File: src/rtl/parser_lit_pipe.sv
// Literal-copy pipeline: aligns token bytes onto PORTS consecutive interleaved bank ports.
// Optional macro PARSER_LIT_STATS_EN adds stat_tokens/stat_beats; per-port buses hold port p at [p*W +: W].
module parser_lit_pipe #(
    parameter int unsigned BANK_BYTES = 8,
    parameter int unsigned NUM_BANKS  = 16,
    parameter int unsigned IN_BYTES   = 16,
    parameter int unsigned ADDR_W     = 16,
    parameter int unsigned LEN_W      = 6,
    localparam int unsigned BB_W      = $clog2(BANK_BYTES),
    localparam int unsigned NB_W      = $clog2(NUM_BANKS),
    localparam int unsigned ROW_W     = ADDR_W - BB_W - NB_W,
    localparam int unsigned PORTS     = IN_BYTES / BANK_BYTES + 1
) (
    input  logic                            clk,
    input  logic                            rst,
    input  logic [IN_BYTES*8-1:0]           data_in,
    input  logic [LEN_W-1:0]                length_in,
    input  logic [ADDR_W-1:0]               address_in,
    input  logic                            valid_in,
    output logic                            ready_out,
    output logic [PORTS*BANK_BYTES*8-1:0]   wr_data,
    output logic [PORTS*BANK_BYTES-1:0]     wr_mask,
    output logic [PORTS*ROW_W-1:0]          wr_row,
    output logic [PORTS*NUM_BANKS-1:0]      wr_sel,
    output logic                            valid_out,
    input  logic                            ready_in
`ifdef PARSER_LIT_STATS_EN
    ,
    output logic [31:0]                     stat_tokens,
    output logic [31:0]                     stat_beats
`endif
);

    localparam int unsigned REM_W  = LEN_W + 1;
    localparam int unsigned WIDE_B = PORTS * BANK_BYTES;
    localparam logic [REM_W-1:0] IN_R = REM_W'(IN_BYTES);

    typedef enum logic {StIdle, StBody} state_e;

    state_e              state_q, state_d;
    logic [REM_W-1:0]    rem_q, rem_d;
    logic [ADDR_W-1:0]   addr_q, addr_d;

    logic                accept, is_header;
    logic                s1_en, s2_en;
    logic [REM_W-1:0]    cur_rem, beat_cnt;
    logic [ADDR_W-1:0]   cur_addr;
    logic [IN_BYTES-1:0] beat_mask;
    logic [IN_BYTES*8-1:0] byte_en;

    logic                  s1_v_q;
    logic [IN_BYTES*8-1:0] s1_data_q;
    logic [IN_BYTES-1:0]   s1_mask_q;
    logic [ADDR_W-1:0]     s1_addr_q;

    logic                             s2_v_q;
    logic [PORTS*BANK_BYTES*8-1:0]    wr_data_q, wr_data_d;
    logic [PORTS*BANK_BYTES-1:0]      wr_mask_q, wr_mask_d;
    logic [PORTS*ROW_W-1:0]           wr_row_q, wr_row_d;
    logic [PORTS*NUM_BANKS-1:0]       wr_sel_q, wr_sel_d;

    logic [BB_W-1:0]       s1_shift;
    logic [NB_W-1:0]       s1_bank;
    logic [ROW_W-1:0]      s1_row;
    logic [WIDE_B*8-1:0]   wide_data;
    logic [WIDE_B-1:0]     wide_mask;
    logic [BANK_BYTES-1:0] port_mask;
    logic [NB_W:0]         bank_sum;

    // Stage 2 moves when it is empty or drained; stage 1 moves when stage 2 can take it.
    assign s2_en     = ~s2_v_q | ready_in;
    assign s1_en     = ~s1_v_q | s2_en;
    assign ready_out = ~rst & s1_en;
    assign accept    = valid_in & ready_out;

    always_ff @(posedge clk) begin
        if (rst) begin
            state_q <= StIdle;
        end else begin
            state_q <= state_d;
        end
    end

    always_comb begin
        state_d = state_q;
        rem_d   = rem_q;
        addr_d  = addr_q;
        if (accept) begin
            if (cur_rem > IN_R) begin
                state_d = StBody;
                rem_d   = cur_rem - IN_R;
                addr_d  = cur_addr + ADDR_W'(IN_BYTES);
            end else begin
                state_d = StIdle;
                rem_d   = '0;
            end
        end
    end

    always_comb begin
        if (state_q == StIdle) begin
            cur_rem  = REM_W'(length_in) + REM_W'(1);
            cur_addr = address_in;
        end else begin
            cur_rem  = rem_q;
            cur_addr = addr_q;
        end
        beat_cnt  = (cur_rem > IN_R) ? IN_R : cur_rem;
        beat_mask = ~({IN_BYTES{1'b1}} >> beat_cnt);
        is_header = accept & (state_q == StIdle);
        byte_en   = '0;
        for (int i = 0; i < IN_BYTES; i++) begin
            byte_en[i*8 +: 8] = {8{beat_mask[i]}};
        end
    end

    always_ff @(posedge clk) begin
        if (rst) begin
            rem_q  <= '0;
            addr_q <= '0;
        end else begin
            rem_q  <= rem_d;
            addr_q <= addr_d;
        end
    end

    always_ff @(posedge clk) begin
        if (rst) begin
            s1_v_q    <= 1'b0;
            s1_data_q <= '0;
            s1_mask_q <= '0;
            s1_addr_q <= '0;
        end else if (s1_en) begin
            s1_v_q <= accept;
            if (accept) begin
                s1_data_q <= data_in & byte_en;
                s1_mask_q <= beat_mask;
                s1_addr_q <= cur_addr;
            end
        end
    end

    always_comb begin
        wr_data_d = '0;
        wr_mask_d = '0;
        wr_row_d  = '0;
        wr_sel_d  = '0;
        port_mask = '0;
        bank_sum  = '0;
        s1_shift  = s1_addr_q[BB_W-1:0];
        s1_bank   = s1_addr_q[BB_W+NB_W-1:BB_W];
        s1_row    = s1_addr_q[ADDR_W-1:BB_W+NB_W];
        wide_data = {s1_data_q, {(BANK_BYTES*8){1'b0}}} >> {s1_shift, 3'b000};
        wide_mask = {s1_mask_q, {BANK_BYTES{1'b0}}} >> s1_shift;
        for (int p = 0; p < PORTS; p++) begin
            port_mask = wide_mask[(PORTS-1-p)*BANK_BYTES +: BANK_BYTES];
            bank_sum  = {1'b0, s1_bank} + (NB_W+1)'(p);
            if (s1_v_q && port_mask != '0) begin
                wr_mask_d[p*BANK_BYTES +: BANK_BYTES] = port_mask;
                wr_data_d[p*BANK_BYTES*8 +: BANK_BYTES*8] =
                    wide_data[(PORTS-1-p)*BANK_BYTES*8 +: BANK_BYTES*8];
                wr_sel_d[p*NUM_BANKS +: NUM_BANKS] = NUM_BANKS'(1) << bank_sum[NB_W-1:0];
                // Carry out of the bank index bumps the row.
                wr_row_d[p*ROW_W +: ROW_W] = s1_row + ROW_W'(bank_sum[NB_W]);
            end
        end
    end

    always_ff @(posedge clk) begin
        if (rst) begin
            s2_v_q    <= 1'b0;
            wr_data_q <= '0;
            wr_mask_q <= '0;
            wr_row_q  <= '0;
            wr_sel_q  <= '0;
        end else if (s2_en) begin
            s2_v_q    <= s1_v_q;
            wr_data_q <= wr_data_d;
            wr_mask_q <= wr_mask_d;
            wr_row_q  <= wr_row_d;
            wr_sel_q  <= wr_sel_d;
        end
    end

    assign valid_out = s2_v_q;
    assign wr_data   = wr_data_q;
    assign wr_mask   = wr_mask_q;
    assign wr_row    = wr_row_q;
    assign wr_sel    = wr_sel_q;

`ifdef PARSER_LIT_STATS_EN
    logic [31:0] stat_tokens_q, stat_beats_q;

    always_ff @(posedge clk) begin
        if (rst) begin
            stat_tokens_q <= '0;
            stat_beats_q  <= '0;
        end else begin
            if (is_header && stat_tokens_q != '1) begin
                stat_tokens_q <= stat_tokens_q + 32'd1;
            end
            if (valid_out && ready_in && stat_beats_q != '1) begin
                stat_beats_q <= stat_beats_q + 32'd1;
            end
        end
    end

    assign stat_tokens = stat_tokens_q;
    assign stat_beats  = stat_beats_q;
`endif

endmodule
File: config.mk
export PLATFORM = sky130hd
export DESIGN_NAME = parser_lit_pipe
export DESIGN_NICKNAME = d
export VERILOG_FILES = /design/src/rtl/parser_lit_pipe.sv
export SDC_FILE = /design/constraint.sdc
export NUM_CORES = 1
export LEC_CHECK = 0
export CAP_MARGIN = 20
export CORE_ASPECT_RATIO = 1.75
export CORE_MARGIN = 2
export CORE_UTILIZATION = 53
export CTS_BUF_LIST = sky130_fd_sc_hd__clkbuf_4 sky130_fd_sc_hd__clkbuf_8
export DETAILED_ROUTE_END_ITERATION = 10
export PLACE_DENSITY = 0.83
export SLEW_MARGIN = 20
export SYNTH_ARGS = -nofsm -noshare
export SYNTH_HDL_FRONTEND = slang
export SYNTH_SLANG_ARGS = --single-unit
File: constraint.sdc
create_clock -name clk -period 4.2 [get_ports clk]
set_input_delay 0.84 -clock clk [delete_from_list [all_inputs] [get_ports clk]]
set_output_delay 0.84 -clock clk [all_outputs]
set_load 0.1 [all_outputs]
==> reports/qor.csv <==
stage,metric,value,unit
sta,FMAX,292,MHz
critical_path,CP Class,register to register,
clock_network,post-cts resize count,0,
sta,setup violators final,0,
detailed_routing,DR vias,20275,
floorplan,Initial Utilization,53.9,%
detailed_routing,Initial DRT Pass Iterations,6,
sta,worst-margin pin slew,1290,ps
detailed_routing,via-per-instance ratio,6.34,
sta,Final Max Slew Viols,0,
synthesis,sequential area share after synthesis,44.3,%
sta,final setup skew,26.4,ps
clock_network,root buf cell,clkbuf_8,
pwr,Gate power share,19.7,%
detailed_routing,WL final,88400,um
pwr,Power Dens Cells,410,mW/mm^2
placement,Buffers on Ports,437,
clock_network,clk slew on worst S/H paths,60,ps
clock_network,worst-case clock buffer depth,3,
pwr,Sw Pwr,3.61,mW
placement,gpl congestion,1.00,
synthesis,Mapped Area,0.0212,sq mm
critical_path,Critical Path Fanout Max,79,
outcome,outcome,completed,
synthesis,Yosys Warn Count,0,
synthesis,"top cells by count, synth","dfxtp_1, nand2_1, a22o_1",
clock_network,clk_lat worst skew,640,ps
detailed_routing,final antenna-violating net count,0,
synthesis,post-synth cell types,69,
global_routing,GRT Total Usage,41.6,%
synthesis,Mapped Cells,2284,
clock_network,Sink Count,468,
worst_hold_path,Min-Delay Path Class,register to register,
finish,layout cells sized above 1,10.8,%
pwr,Internal Power,7.64,mW
synthesis,"count leader, synth",dfxtp_1,
floorplan,die footprint,0.0416,sq mm
pwr,Max VDD drop,0.341,mV
sta,relative slew slack,13.2,%
critical_path,CP arrival,3930,ps
global_routing,vias in the first global route,20093,
floorplan,Die Ht,268,um
global_routing,GRT Residual Overflow,0,
sta,Final TNS setup,0,ps
finish,final instance area,0.0274,sq mm
synthesis,largest cells by area after synthesis,"dfxtp_1, a22o_1, mux2i_1",
clock_network,CTS Buf Count,69,
placement,Final HPWL DP,65900,um
synthesis,commonest register cell after synthesis,dfxtp_1,
synthesis,Post-synth EDFFs,0,
finish,area growth from synthesis to layout,29.5,%
critical_path,"Data required, critical path",4710,ps
flow_run,maxcap violations,0,
detailed_routing,DR iter-0 viols,1695,
detailed_routing,drt wl/cell,27.7,um
critical_path,nature of the critical path startpoint,register,
critical_path,Worst setup EP type,register,
placement,area post-placement,0.0259,sq mm
clock_network,CTS tree,yes,
global_routing,initial antenna violation count,7,
sta,"Period Utilization, post-route",81.5,%
pwr,P_leak,10.2,nW
pwr,Sw Share,32.1,%
floorplan,Ports,447,
global_routing,pin count of the biggest net entering global routing,80,
pwr,Flop pwr share,44.1,%
floorplan,Rows,96,
floorplan,core area,0.0393,sq mm
finish,Final #Nets,2821,
pwr,clock power share,36.2,%
sta,RSZ-0062 raised after global routing,false,
sta,final hold violation count,0,
detailed_routing,drt drc,0,
synthesis,Synth area leader,dfxtp_1,
clock_network,# hold bufs at CTS,0,
sta,Hold Worst Slack,452,ps
synthesis,syn avg cell area,9.26,sq um
synthesis,Yosys reg bits,468,
sta,Final min period,3420,ps
clock_network,Post-CTS Setup Bufs,0,
global_routing,first-pass GRT wire length,128000,um
synthesis,asr flop ratio synth,0,%
clock_network,CTS H-tree depth,3,
synthesis,Synth top area share,44.3,%
floorplan,DIE WIDTH,155,um
sequential cells by signal, summed over array words and instances, names as in the netlist, 7 cells and up:
name,count
wr_data,184
s1_data_q,128
wr_sel,48
wr_row,27
wr_mask,23
addr_q,16
s1_addr_q,16
s1_mask_q,16
rem_q,7
final cells by class:
type	instances	area [sq um]
Sequential cell	468	9380
Fill cell	3019	11900
Clock inverter	15	139
Antenna cell	2	5.00
Inverter	34	128
Timing Repair Buffer	489	4840
Tap cell	490	613
Clock buffer	106	1390
Multi-Input combinational cell	1594	10900
power by group through the flow:
| stage | clock [mW] | sequential, mW | combinational (mW) |
|---|---|---|---|
| 2_1_floorplan | 0 | 5.19 | 1.14 |
| 3_3_place_gp | 0 | 5.02 | 2.13 |
| 3_5_place_dp | 0 | 5.02 | 2.15 |
| 4_1_cts | 4.10 | 4.92 | 2.16 |
| 5_1_grt | 4.30 | 4.96 | 2.32 |
| 6_report | 4.07 | 4.96 | 2.21 |
final timing paths:
kind	from	end	slack [ps]	cells after the start
setup reg to reg	s1_addr_q[1]	wr_data[95]	780	6
hold / removal	wr_data[155]	wr_data[155]	450	2
setup / recovery	s1_addr_q[1]	wr_data[95]	780	6
hold reg to reg	wr_data[155]	wr_data[155]	450	2
logic make-up after synthesis:
group,after synthesis,share of synthesized area [%]
AO/OA/AOI/OAI,751,23.9
other,1,0.0177
adder cells (fa/ha/maj),11,0.650
multiplexers,218,12.9
flip-flops,468,44.3
buffers and inverters,230,4.57
XOR/XNOR,30,1.24
AND/OR/NAND/NOR,575,12.5
critical path, stage by stage (launching register included):
cell and delay [ps]:
dfxtp_4 550, buf_4 850, mux2_2 460, o21ai_0 1000, nor2_1 90, a21oi_1 190
o21ai_0 100
metal layers:
layer  up-vias  global-route usage [%]  part of all wire (%)
li1       9090                       -                     -
met1      9578                    39.2                    31
met3       393                    13.0                   9.1
met5         -                       0                 0.085
met4        12                    40.0                    11
met2      1202                    70.6                    48
stage by stage:
step / worst slack, ps / utilization, % / power, mW / instances
2_1_floorplan: 2.82 / - / 6.33 / 2292
3_3_place_gp: 338 / 65.8 / 7.15 / 3075
3_5_place_dp: 294 / 65.8 / 7.17 / 3075
5_1_grt: 707 / 69.7 / 11.6 / 3197
6_report: 778 / 69.7 / 11.2 / 3198
4_1_cts: 956 / 69.7 / 11.2 / 3196
layout by cell type (no fill, tap or decap), types with 7 or more instances in the layout:
cell type        count
clkbuf_4            11
inv_1               32
buf_4               47
a22o_1             206
a31oi_1              9
nand2b_1            16
a211oi_1            23
mux2i_1            131
xor2_1              18
buf_12               7
nor3_1              22
and2_1              15
nor2b_1             32
nor2_2               7
clkbuf_8            95
nand2_1            248
mux2_2              49
nand3b_1            19
xnor2_1             12
nor2_1             130
o21ai_1             42
a32o_1              31
nand3_1             38
ha_1                11
and3_1               8
o2bb2ai_1            9
o22ai_1             11
conb_1               9
a21oi_1            148
dfxtp_1            464
a22oi_1             39
o21ai_0            187
clkinv_2             9
clkdlybuf4s50_1    434
mux4_2              38
o31a_1               8
(Power assumes the default switching activity.)
